===== src/rtl/imem_controller_if.sv =====
// Instruction-memory port bundle between imem_controller and the memory.
// The controller drives every signal; the memory only observes them.
interface imem_controller_if ();

    logic        i_write;
    logic        i_enable;
    logic [31:0] mem_addr;
    logic [31:0] mem_wdata;

    modport master (
        output i_write,
        output i_enable,
        output mem_addr,
        output mem_wdata
    );

    modport slave (
        input i_write,
        input i_enable,
        input mem_addr,
        input mem_wdata
    );

endinterface


===== src/rtl/imem_controller.sv =====
// Sequencer and arbiter for the instruction-fetch stage.
// Owns the single instruction-memory port: in LOAD it writes the program
// image word by word starting at LOAD_BASE; in RUN it hands the port to the
// fetch address and releases halt. Out-of-image fetches stop the core with
// a sticky fault flag. All outputs are registered except the RUN-mode
// address, which follows pc_mem directly so fetches see no added latency.
module imem_controller #(
    parameter logic [31:0] LOAD_BASE = 32'd10000,
    parameter int          MAX_WORDS = 1024,
    parameter int          CNT_W     = 16
) (
    input  logic                 clk,
    input  logic                 reset,
    input  logic                 program_load,
    input  logic                 start,
    input  logic                 load_valid,
    input  logic [31:0]          instruction,
    input  logic                 load_done,
    input  logic                 halt_req,
    input  logic [31:0]          pc_mem,
    output logic                 halt,
    imem_controller_if.master    mem,
    output logic                 pc_init,
    output logic [CNT_W-1:0]     load_count,
    output logic                 overflow,
    output logic                 fault,
    output logic [1:0]           state
);

    typedef enum logic [1:0] {
        IDLE   = 2'd0,
        LOAD   = 2'd1,
        RUN    = 2'd2,
        HALTED = 2'd3
    } state_t;

    localparam logic [CNT_W-1:0] MAX_COUNT = CNT_W'(MAX_WORDS);

    state_t cur_state;
    state_t next_state;

    // Registered copies of the memory-port outputs.
    logic        i_write_q;
    logic        i_enable_q;
    logic [31:0] mem_addr_q;
    logic [31:0] mem_wdata_q;

    // Next values for every registered output.
    logic             halt_n;
    logic             i_write_n;
    logic             i_enable_n;
    logic [31:0]      mem_addr_n;
    logic [31:0]      mem_wdata_n;
    logic             pc_init_n;
    logic [CNT_W-1:0] load_count_n;
    logic             overflow_n;
    logic             fault_n;

    // Byte address one past the last loaded word. It doubles as the
    // address of the next word to be written and as the end of the image.
    logic [31:0] count_bytes;
    logic [31:0] next_word_addr;
    logic        word_accept;
    logic        word_drop;
    logic        fetch_fault;
    logic        entering_load;

    assign count_bytes    = 32'(load_count) << 2;
    assign next_word_addr = LOAD_BASE + count_bytes;

    assign word_accept = (cur_state == LOAD) && load_valid && (load_count < MAX_COUNT);
    assign word_drop   = (cur_state == LOAD) && load_valid && !(load_count < MAX_COUNT);

    // The first RUN cycle is skipped because if_stage is still loading its
    // PC from LOAD_BASE and pc_mem does not yet reflect the new value.
    assign fetch_fault = (cur_state == RUN) && !pc_init &&
                         ((pc_mem < LOAD_BASE) ||
                          (pc_mem >= next_word_addr) ||
                          (pc_mem[1:0] != 2'b00));

    assign entering_load = (next_state == LOAD) && (cur_state != LOAD);

    // State register: the FSM is the only writer of the state.
    always_ff @(posedge clk) begin
        if (reset) begin
            cur_state <= IDLE;
        end else begin
            cur_state <= next_state;
        end
    end

    // Next-state selection: program_load always outranks start.
    always_comb begin
        next_state = cur_state;
        unique case (cur_state)
            IDLE: begin
                if (program_load) begin
                    next_state = LOAD;
                end else if (start && (load_count != '0)) begin
                    next_state = RUN;
                end
            end
            LOAD: begin
                if (load_done) begin
                    next_state = IDLE;
                end
            end
            RUN: begin
                if (halt_req || fetch_fault) begin
                    next_state = HALTED;
                end
            end
            HALTED: begin
                if (program_load) begin
                    next_state = LOAD;
                end else if (start) begin
                    next_state = RUN;
                end
            end
            default: begin
                next_state = IDLE;
            end
        endcase
    end

    // Output logic: compute what each registered output holds after the edge.
    always_comb begin
        halt_n       = 1'b1;
        i_write_n    = 1'b0;
        i_enable_n   = 1'b0;
        mem_addr_n   = mem_addr_q;
        mem_wdata_n  = mem_wdata_q;
        pc_init_n    = 1'b0;
        load_count_n = load_count;
        overflow_n   = overflow;
        fault_n      = fault;

        // A word accepted in LOAD is written one cycle later, even when
        // load_done arrives with it and the FSM is already back in IDLE.
        if (word_accept) begin
            i_write_n    = 1'b1;
            i_enable_n   = 1'b1;
            mem_addr_n   = next_word_addr;
            mem_wdata_n  = instruction;
            load_count_n = load_count + CNT_W'(1);
        end

        if (word_drop) begin
            overflow_n = 1'b1;
        end

        // Track the fetch address so it is held when RUN is left.
        if (cur_state == RUN) begin
            mem_addr_n = pc_mem;
        end

        if (fetch_fault) begin
            fault_n = 1'b1;
        end

        if (next_state == RUN) begin
            halt_n     = 1'b0;
            i_enable_n = 1'b1;
            pc_init_n  = (cur_state == IDLE);
            if (cur_state == HALTED) begin
                fault_n = 1'b0;
            end
        end

        if (entering_load) begin
            load_count_n = '0;
            overflow_n   = 1'b0;
            fault_n      = 1'b0;
        end
    end

    // Output registers with synchronous reset to the quiescent, halted state.
    always_ff @(posedge clk) begin
        if (reset) begin
            halt        <= 1'b1;
            i_write_q   <= 1'b0;
            i_enable_q  <= 1'b0;
            mem_addr_q  <= 32'd0;
            mem_wdata_q <= 32'd0;
            pc_init     <= 1'b0;
            load_count  <= '0;
            overflow    <= 1'b0;
            fault       <= 1'b0;
        end else begin
            halt        <= halt_n;
            i_write_q   <= i_write_n;
            i_enable_q  <= i_enable_n;
            mem_addr_q  <= mem_addr_n;
            mem_wdata_q <= mem_wdata_n;
            pc_init     <= pc_init_n;
            load_count  <= load_count_n;
            overflow    <= overflow_n;
            fault       <= fault_n;
        end
    end

    assign mem.i_write   = i_write_q;
    assign mem.i_enable  = i_enable_q;
    assign mem.mem_wdata = mem_wdata_q;
    assign mem.mem_addr  = (cur_state == RUN) ? pc_mem : mem_addr_q;
    assign state         = cur_state;

endmodule


===== src/flat_wrapper.sv =====
// flat-port wrapper written by rule: the top's interface ports become plain ports
module imem_controller_flat 
#(
    parameter logic [31:0] LOAD_BASE = 32'd10000,
    parameter int          MAX_WORDS = 1024,
    parameter int          CNT_W     = 16
)
  (clk, reset, program_load, start, load_valid, instruction, load_done, halt_req, pc_mem, halt, pc_init, load_count, overflow, fault, state, mem_i_write, mem_i_enable, mem_mem_addr, mem_mem_wdata);
  imem_controller_if mem_i ();
  input  logic clk;
  input  logic reset;
  input  logic program_load;
  input  logic start;
  input  logic load_valid;
  input  logic [31:0] instruction;
  input  logic load_done;
  input  logic halt_req;
  input  logic [31:0] pc_mem;
  output logic halt;
  output logic pc_init;
  output logic [CNT_W-1:0] load_count;
  output logic overflow;
  output logic fault;
  output logic [1:0] state;
  output wire logic [$bits(mem_i.i_write)-1:0] mem_i_write;
  output wire logic [$bits(mem_i.i_enable)-1:0] mem_i_enable;
  output wire logic [$bits(mem_i.mem_addr)-1:0] mem_mem_addr;
  output wire logic [$bits(mem_i.mem_wdata)-1:0] mem_mem_wdata;
  assign mem_i_write = mem_i.i_write;
  assign mem_i_enable = mem_i.i_enable;
  assign mem_mem_addr = mem_i.mem_addr;
  assign mem_mem_wdata = mem_i.mem_wdata;
  imem_controller #(.LOAD_BASE(LOAD_BASE), .MAX_WORDS(MAX_WORDS), .CNT_W(CNT_W)) u_core (.clk(clk), .reset(reset), .program_load(program_load), .start(start), .load_valid(load_valid), .instruction(instruction), .load_done(load_done), .halt_req(halt_req), .pc_mem(pc_mem), .halt(halt), .mem(mem_i), .pc_init(pc_init), .load_count(load_count), .overflow(overflow), .fault(fault), .state(state));
endmodule

===== config.mk =====
export PLATFORM = sky130hd
export DESIGN_NAME = imem_controller_flat
export DESIGN_NICKNAME = d
export VERILOG_FILES = /design/src/rtl/imem_controller_if.sv /design/src/rtl/imem_controller.sv /design/src/flat_wrapper.sv
export SDC_FILE = /design/constraint.sdc
export NUM_CORES = 1
export LEC_CHECK = 0
export CAP_MARGIN = 5
export CORE_ASPECT_RATIO = 2
export CORE_MARGIN = 4
export CORE_UTILIZATION = 40
export DETAILED_ROUTE_END_ITERATION = 16
export HOLD_SLACK_MARGIN = 0.1
export MAX_ROUTING_LAYER = met4
export PLACE_DENSITY = 0.85
export SLEW_MARGIN = 20
export SYNTH_ARGS = -nofsm -noshare
export SYNTH_HDL_FRONTEND = slang
export SYNTH_SLANG_ARGS = --single-unit

===== constraint.sdc =====
create_clock -name clk -period 3.1 [get_ports clk]
set_clock_uncertainty 0.05 [all_clocks]
set_input_delay 0.93 -clock clk [delete_from_list [all_inputs] [get_ports clk]]
set_output_delay 0.93 -clock clk [all_outputs]
set_load 0.1 [all_outputs]

==> metrics.cfg, run 1 <==
[synth]
syn_area_um2 = 4110
synth.top_cells.by_area = dfxtp_1, nand2_1, ha_1
avgSynthCellArea_um2 = 7.56
yosys.area.top_type = dfxtp_1
synth_top_area_share_pct = 42.9
syn_nets = 635
synth.yosys.seq_area_share_pct = 42.9
synth_edf_count = 0
ys_ff_latch = 88
synthCells = 543
synth_flop_cell = dfxtp_1
ys_async_sr_fraction_pct = 0
synth_most_common_cell = nand2_1
netlist_top_cells_count = nand2_1, dfxtp_1, a21oi_1, nor2_1, clkbuf_1
ys_warn_count = 0
ys_types = 40

[clock_network]
cts_sinks = 88
hold_buffers = 0
h-tree-depth = 3
numCtsBuffers = 9
path_clk_slew_ns = 0.06
cts_max_path_buffers = 2
cts_tree = yes
worstSkewPairLatency_ns = 0.34
ctsRootBufferMaster = clkbuf_16

[finish]
drive_gt1_share_pct = 26.7
area_delta_synth_final_pct = 60.8
final_net_count = 799
final_cells = 847
antenna_cells = 0

[sta]
worst_hold_slack_ns = 0.406
worstMarginPinSlew_ns = 0.593
timing.final.crit_period_ns = 3.02
finalHoldViolations = 0
max_freq_ghz = 0.331
setup_tns_ns = 0
slew_headroom_pct = 60.5
setup_viol = 0
slew_viol_final = 0
post-route-period-util_pct = 97.5

[placed_design]
dp_hpwl_um = 10600
gp_congestion = 0.942
io_buffer_count = 158
numPlacedInstances = 829

[drt]
ant_nets = 0
dr_total_vias = 4400
via_per_inst = 5.19
wl_um = 13900
post-route-drc-count = 0
drt_first_iter_violations = 173
firstDrtPassIters = 4
wl_per_cell_um = 16.4

[pwr]
seq_power_share_pct = 40.5
power_leakage_uw = 0.00279
ir_worst_vdd_mv = 0.337
p_switching_uw = 869
switching_share_pct = 29.9
p_int_uw = 2040
p_comb_share_pct = 21.2
clock_power_share_pct = 38.3
cellPowerDensity_nw_per_um2 = 440

[critical_path]
start_kind = flop
critical_path.max_fanout = 7
cp-end-kind = flop
cp.required_ns = 3.27
critPathArrivalTime_ns = 3.20
path_class = reg -> reg

[run_status]
status = finished, final reports clean

[global_route]
grt_overflow = 0
grt_pass1_vias = 4375
track_usage_pct = 22.8
grt_pass1_wl_um = 20700
antenna_found_initial = 0
grt_max_degree = 51

[floorplan]
initial_utilization_pct = 40.7
die_h_um = 151
io_pins = 159
num_rows = 52
dieArea_um2 = 12000
die_w_um = 79.6
core_area_um2 = 10100

[flow_run]
drv_cap = 0

[worst_hold_path]
hold_path_class = reg -> reg

## what timing repair did
action | CTS | global route
endpoints found under the setup margin | 1 | 4
buffers inserted | 1 | 1
pin swaps | 2 | 5
resized for setup | 5 | 9
## final timing paths
kind                                              start                                    end  slack [ns]  depth (start not counted)
setup / recovery      u_core.load_count[6]$_SDFFE_PP0P_         u_core.mem.i_enable$_SDFF_PP0_        0.08                         12
hold / removal    u_core.mem.mem_wdata[16]$_SDFFE_PP0P_  u_core.mem.mem_wdata[16]$_SDFFE_PP0P_        0.41                          2
setup reg to reg      u_core.load_count[6]$_SDFFE_PP0P_         u_core.mem.i_enable$_SDFF_PP0_        0.08                         12
hold reg to reg   u_core.mem.mem_wdata[16]$_SDFFE_PP0P_  u_core.mem.mem_wdata[16]$_SDFFE_PP0P_        0.41                          2
## state kept, by name, summed over array words and instances, names as in the netlist
signal / flops
u_core.load_count: 16
u_core.overflow: 1
u_core.mem.i_enable: 1
u_core.mem_addr_q: 32
u_core.state: 2
u_core.fault: 1
u_core.pc_init: 1
u_core.mem.i_write: 1
u_core.halt: 1
u_core.mem.mem_wdata: 32
## area by class of cell
| class | instances | area (µm²) |
|---|---|---|
| Sequential cell | 88 | 1790 |
| Inverter | 13 | 48.8 |
| Tap cell | 135 | 169 |
| Clock inverter | 4 | 51.3 |
| Timing Repair Buffer | 186 | 1970 |
| Fill cell | 803 | 3480 |
| Multi-Input combinational cell | 409 | 2320 |
| Clock buffer | 12 | 256 |
## power groups by stage
stage	logic [µW]	registers (µW)	clock network, µW
4_1_cts	618	1180	1130
2_1_floorplan	216	1360	0
3_3_place_gp	605	1200	0
3_5_place_dp	616	1200	0
5_1_grt	645	1180	1170
6_report	617	1180	1110
## cells by family (layout without fill, tap and decap cells)
logic type,after synthesis,after routing,synth area share [%]
buffers and inverters,46,215,4.42
AOI/OAI and AO/OA,85,85,11.9
xor gates and xnor gates,17,17,3.63
and+or+nand+nor,286,286,30.7
DFF,88,88,42.9
adders and majority gates,21,21,6.40
## routing by layer
layer / share of wire (%) / GRT usage [%]
met5: 0 / -
met4: 3.6 / 13.3
met3: 5.7 / 4.40
met2: 56 / 42.3
met1: 34 / 21.2
## stage by stage
stage / util (%) / total power [µW] / worst slack, ns / instance area, µm²
after global placement: 61.6 / 1810 / -0.0991 / 6210
after CTS: 65.0 / 2930 / 0.0140 / 6550
after floorplan: - / 1570 / -0.172 / 4210
final: 65.5 / 2910 / 0.0779 / 6600
after detailed placement: 61.6 / 1820 / -0.115 / 6210
after global routing: 65.5 / 2990 / -0.0609 / 6600
## worst max-delay path, stage by stage, from the launching register on
cell and delay [ns]:
dfxtp_4 0.38, a41oi_4 0.21, nand3_2 0.12, and3_4 0.21, o21ai_2 0.13, buf_4 0.12
xor2_1 0.06, ha_1 0.30, nand4_1 0.16, or4_4 0.58, o2111ai_4 0.22, nand2_2 0.10
a211o_1 0.27
## layout by cell type (no fill, tap or decap), types with 3 or more instances in the layout
cell / instances
nor2_1: 30
o21ai_0: 11
or3_1: 4
clkdlybuf4s50_1: 69
buf_12: 32
a211oi_1: 6
nand2_2: 31
xor2_1: 6
nor4_1: 7
inv_1: 13
buf_4: 84
nand3_2: 3
nand4_1: 4
nand2_1: 152
and2_1: 6
a31oi_1: 5
a21oi_1: 49
nand3_1: 8
ha_1: 20
dfxtp_2: 6
dfxtp_1: 77
and3_1: 22
clkbuf_16: 9
xnor2_1: 11
dfxtp_4: 5
No activity file was read; power rests on OpenSTA's default activity.
==> run 2: changes to the inputs <==
==> constraint.sdc (replaced) <==
create_clock -name clk -period 3.1 [get_ports clk]
set_clock_uncertainty 0.05 [all_clocks]
set_input_delay 0.93 -clock clk [delete_from_list [all_inputs] [get_ports clk]]
set_output_delay 0.93 -clock clk [all_outputs]
set_load 0.02 [all_outputs]
==> metrics.cfg, run 2 (same netlist as run 1, synthesis figures left out) <==
[flow_run]
drv_cap = 0

[finish]
final_core_util_pct = 64.1
area_delta_synth_final_pct = 57.5
drive_gt1_share_pct = 11.5
antenna_cells = 0
final_net_count = 819
final_common_cell = nand2_1
final_cell_mix = nand2_1, clkdlybuf4s50_1, dfxtp_1, a21oi_1, buf_4

[drt]
post-route-drc-count = 0
top_layer_used = met4
wl_met2_um = 8110
dr_wl_met3_um = 803
wl_um = 14500
met1_length_um = 5000
via_per_inst = 5.25
firstDrtPassIters = 4
ant_nets = 0
drt_first_iter_violations = 213
dr_total_vias = 4550
wl_per_cell_um = 16.8

[clock_network]
ctsRootBufferMaster = clkbuf_16
worstSkewPairLatency_ns = 0.34
cts_tree = yes
h-tree-depth = 3
numCtsBuffers = 9
cts_sinks = 88
path_clk_slew_ns = 0.07
cts_max_path_buffers = 2

[sta]
setup_tns_ns = -0.0264
worst_hold_slack_ns = 0.404
slew_headroom_pct = 64.2
timing.final.crit_period_ns = 3.13
post-route-period-util_pct = 101
max_freq_ghz = 0.320
finalHoldViolations = 0
slew_viol_final = 0
worstMarginPinSlew_ns = 0.536
setup_viol = 1
worst_slack_ns = -0.0264

[critical_path]
cp.required_ns = 3.27
start_kind = flop
critPathArrivalTime_ns = 3.29
critical_path.max_fanout = 5
cp-end-kind = flop
path_class = reg -> reg

[floorplan]
num_rows = 52
die_w_um = 79.6
die_h_um = 151
io_pins = 159
core_area_um2 = 10100
dieArea_um2 = 12000
initial_utilization_pct = 40.7

[placed_design]
gp_congestion = 0.918
dp_hpwl_um = 10800
pre_cts_slack_ns = -0.150
io_buffer_count = 158

[pwr]
cellPowerDensity_nw_per_um2 = 417
ir_worst_vdd_mv = 0.315
power_leakage_uw = 0.00280

[global_route]
track_usage_pct = 24.1
grt_pass1_vias = 4594
grt_overflow = 0
antenna_found_initial = 0
grt_pass1_wl_um = 22100
grt_max_degree = 36

[worst_hold_path]
hold_path_class = reg -> reg

[run_status]
status = finished with violations
violations = negative setup slack

==> run 2: power by group <==
part	leakage [µW]	switching, µW	internal, µW	total, µW
Combinational	0.00193	197	195	392
Clock	0.000156	451	674	1120
Sequential	0.000715	18.3	1160	1180
Total	0.00280	666	2030	2700
==> run 2: metrics by stage <==
| stage | instance area (µm²) | total power [µW] | std cells |
|---|---|---|---|
| final | 6460 | 2700 | 867 |
| after global routing | 6460 | 2790 | 867 |
| after CTS | 6380 | 2720 | 864 |
| after detailed placement | 6090 | 1600 | 847 |
| after global placement | 6090 | 1590 | 847 |
| after floorplan | 4120 | 1370 | 543 |
==> run 2: area by class of cell <==
| cell class | count | area (µm²) |
|---|---|---|
| fillers | 839 | 3620 |
| multi-input cells | 409 | 2240 |
| flip-flops and latches | 88 | 1770 |
| repair buffers | 206 | 1920 |
| inverters | 13 | 48.8 |
| well taps | 135 | 169 |
| clock buffers | 11 | 253 |
| clock inverters | 5 | 65.1 |
==> run 2: worst paths after layout <==
| path | startpoint | to | slack [ns] | depth (start not counted) |
|---|---|---|---|---|
| max | u_core.load_count[7]$_SDFFE_PP0P_ | u_core.mem.i_enable$_SDFF_PP0_ | -0.03 | 12 |
| max reg2reg | u_core.load_count[7]$_SDFFE_PP0P_ | u_core.mem.i_enable$_SDFF_PP0_ | -0.03 | 12 |
| min | u_core.mem.mem_wdata[10]$_SDFFE_PP0P_ | u_core.mem.mem_wdata[10]$_SDFFE_PP0P_ | 0.40 | 2 |
| min reg2reg | u_core.mem.mem_wdata[10]$_SDFFE_PP0P_ | u_core.mem.mem_wdata[10]$_SDFFE_PP0P_ | 0.40 | 2 |
==> run 2: per-layer routing <==
metal  track usage (%)  vias up
met5                 -        -
met1              23.5     2146
li1                  -     2179
met4              13.9        0
met2              44.1      179
met3              3.69       46
==> run 2: repair_timing <==
| action | 4_1_cts | 5_1_grt |
|---|---|---|
| setup endpoints to repair | 33 | 4 |
| hold buffers | 0 | 0 |
| pin swaps | 1 | 6 |
| buffers inserted | 1 | 3 |
| endpoints found under the hold margin | 0 | 0 |
| resized for setup | 32 | 13 |
==> run 2: worst max-delay path: stages, from the launching register on <==
cell,delay [ns]
dfxtp_1,0.36
nor3_1,0.39
nand2_2,0.13
a31oi_2,0.22
nor2b_1,0.08
nand2_1,0.09
xor2_1,0.08
ha_1,0.28
nand4b_1,0.15
or4_4,0.57
o2111ai_2,0.22
nand2_1,0.11
a211o_1,0.27
==> run 3: changes to the inputs <==
--- a/config.mk
+++ b/config.mk
@@ -13,6 +13,7 @@
 export HOLD_SLACK_MARGIN = 0.1
 export MAX_ROUTING_LAYER = met4
 export PLACE_DENSITY = 0.85
+export RECOVER_POWER = 50
 export SLEW_MARGIN = 20
 export SYNTH_ARGS = -nofsm -noshare
 export SYNTH_HDL_FRONTEND = slang
==> metrics.cfg, run 3 (same netlist as run 1, synthesis figures left out) <==
[run_status]
status = finished with violations
violations = negative setup slack

[critical_path]
cp.required_ns = 3.27
path_class = reg -> reg
crit_end = u_core.mem.i_enable$_SDFF_PP0_
worstSetupStartpoint = u_core.load_count[7]$_SDFFE_PP0P_
critical_path.max_fanout = 5
start_kind = flop
cp-end-kind = flop
critPathArrivalTime_ns = 3.28
regToRegSetupSlack_ns = -0.01
rr_worst_depth = 12
r2r-end = u_core.mem.i_enable$_SDFF_PP0_
rr_startpoint = u_core.load_count[7]$_SDFFE_PP0P_

[finish]
final_net_count = 819
drive_gt1_share_pct = 11.2
fin_area_um2 = 6450
area_delta_synth_final_pct = 57.1
final_cells = 867
multi_input_area_um2 = 2230
fillCellCount = 842
final_common_cell = nand2_1
antenna_cells = 0
final_cell_mix = nand2_1, clkdlybuf4s50_1, dfxtp_1, a21oi_1, buf_4
seqCellArea_um2 = 1770

[clock_network]
cts_sinks = 88
cts_max_path_buffers = 2
h-tree-depth = 3
worstSkewPairLatency_ns = 0.34
cts_tree = yes
hold_buffers = 0
path_clk_slew_ns = 0.07
ctsRootBufferMaster = clkbuf_16
numCtsBuffers = 9

[sta]
worst_hold_slack_ns = 0.400
slew_headroom_pct = 11.7
worstMarginPinSlew_ns = 1.32
finalHoldViolations = 0
setup_tns_ns = -0.0121
max_freq_ghz = 0.321
slew_viol_final = 0
worst_slack_ns = -0.0121
setup_viol = 1
timing.final.crit_period_ns = 3.11
post-route-period-util_pct = 100

[floorplan]
num_rows = 52
io_pins = 159
initial_utilization_pct = 40.7
die_h_um = 151
core_area_um2 = 10100
die_w_um = 79.6
dieArea_um2 = 12000

[global_route]
grt_pass1_wl_um = 22100
grt_pass1_vias = 4594
grt_overflow = 0
met1_usage_pct = 23.5
use_met2_pct = 44.1
track_usage_pct = 24.1
antenna_found_initial = 0
grt_max_degree = 36
met3_usage_pct = 3.69
grt-busiest-layer = met2

[pwr]
cellPowerDensity_nw_per_um2 = 416
power_leakage_uw = 0.00291
ir_worst_vdd_mv = 0.314
fin_total_pwr_uw = 2690

[drt]
drt_first_iter_violations = 206
post-route-drc-count = 0
firstDrtPassIters = 5
wl_um = 14400
dr_total_vias = 4555
via_per_inst = 5.25
wl_per_cell_um = 16.7
ant_nets = 0

[flow_run]
drv_cap = 0

[placed_design]
gp_congestion = 0.918
numPlacedInstances = 847
dp_hpwl_um = 10800
placed_cell_area_um2 = 6090
io_buffer_count = 158

[worst_hold_path]
hold_path_class = reg -> reg

[run 3: timing repair]
action,4_1_cts,5_1_grt
setup buffers,1,3
gates resized for setup,32,13
pin swaps,1,6
hold endpoints to repair,0,0
setup endpoints to repair,33,4
[run 3: final cells by class]
class / instances / share of cell area (%)
Multi-Input combinational cell: 409 / 34.6
Timing Repair Buffer: 206 / 29.7
Sequential cell: 88 / 27.4
Clock buffer: 11 / 3.92
Tap cell: 135 / 2.62
Clock inverter: 5 / 1.01
Inverter: 13 / 0.756
[run 3: how the worst min path moves through the flow]
stage / from / endpoint / slack [ns] / depth (start not counted)
after floorplan: u_core.mem_addr_q[6]$_SDFFE_PP0P_ / u_core.mem_addr_q[6]$_SDFFE_PP0P_ / 0.40 / 2
after global placement: u_core.mem.mem_wdata[22]$_SDFFE_PP0P_ / u_core.mem.mem_wdata[22]$_SDFFE_PP0P_ / 0.39 / 2
after detailed placement: u_core.mem.mem_wdata[10]$_SDFFE_PP0P_ / u_core.mem.mem_wdata[10]$_SDFFE_PP0P_ / 0.40 / 2
after CTS: u_core.mem.mem_wdata[10]$_SDFFE_PP0P_ / u_core.mem.mem_wdata[10]$_SDFFE_PP0P_ / 0.41 / 2
after global routing: u_core.mem.mem_wdata[2]$_SDFFE_PP0P_ / u_core.mem.mem_wdata[2]$_SDFFE_PP0P_ / 0.42 / 2
final: u_core.mem.mem_wdata[10]$_SDFFE_PP0P_ / u_core.mem.mem_wdata[10]$_SDFFE_PP0P_ / 0.40 / 2
[run 3: stage by stage]
stage | util [%] | setup WS (ns)
after floorplan | - | 0.0294
after global placement | 60.4 | -0.159
after detailed placement | 60.4 | -0.150
after CTS | 63.3 | 0.0432
after global routing | 64.0 | -0.142
final | 64.0 | -0.0121
[run 3: where the power goes]
group,internal [µW],switching (µW)
Combinational,186,197
Sequential,1160,17.2
Clock,674,451
Total,2020,665
[run 3: per-layer routing]
layer	vias up	wire, µm
met4	0	693
met5	-	0
li1	2190	-
met2	179	7980
met1	2130	5030
met3	56	742
[run 3: critical path, cell delays in order, from the launching register on]
cell and delay, ns:
dfxtp_1 0.36, nor3_1 0.39, nand2_2 0.12, a31oi_2 0.22, nor2b_1 0.08, nand2_1 0.09
xor2_1 0.08, ha_1 0.28, nand4b_1 0.15, or4_4 0.57, o2111ai_2 0.21, nand2_1 0.11
a211o_1 0.27
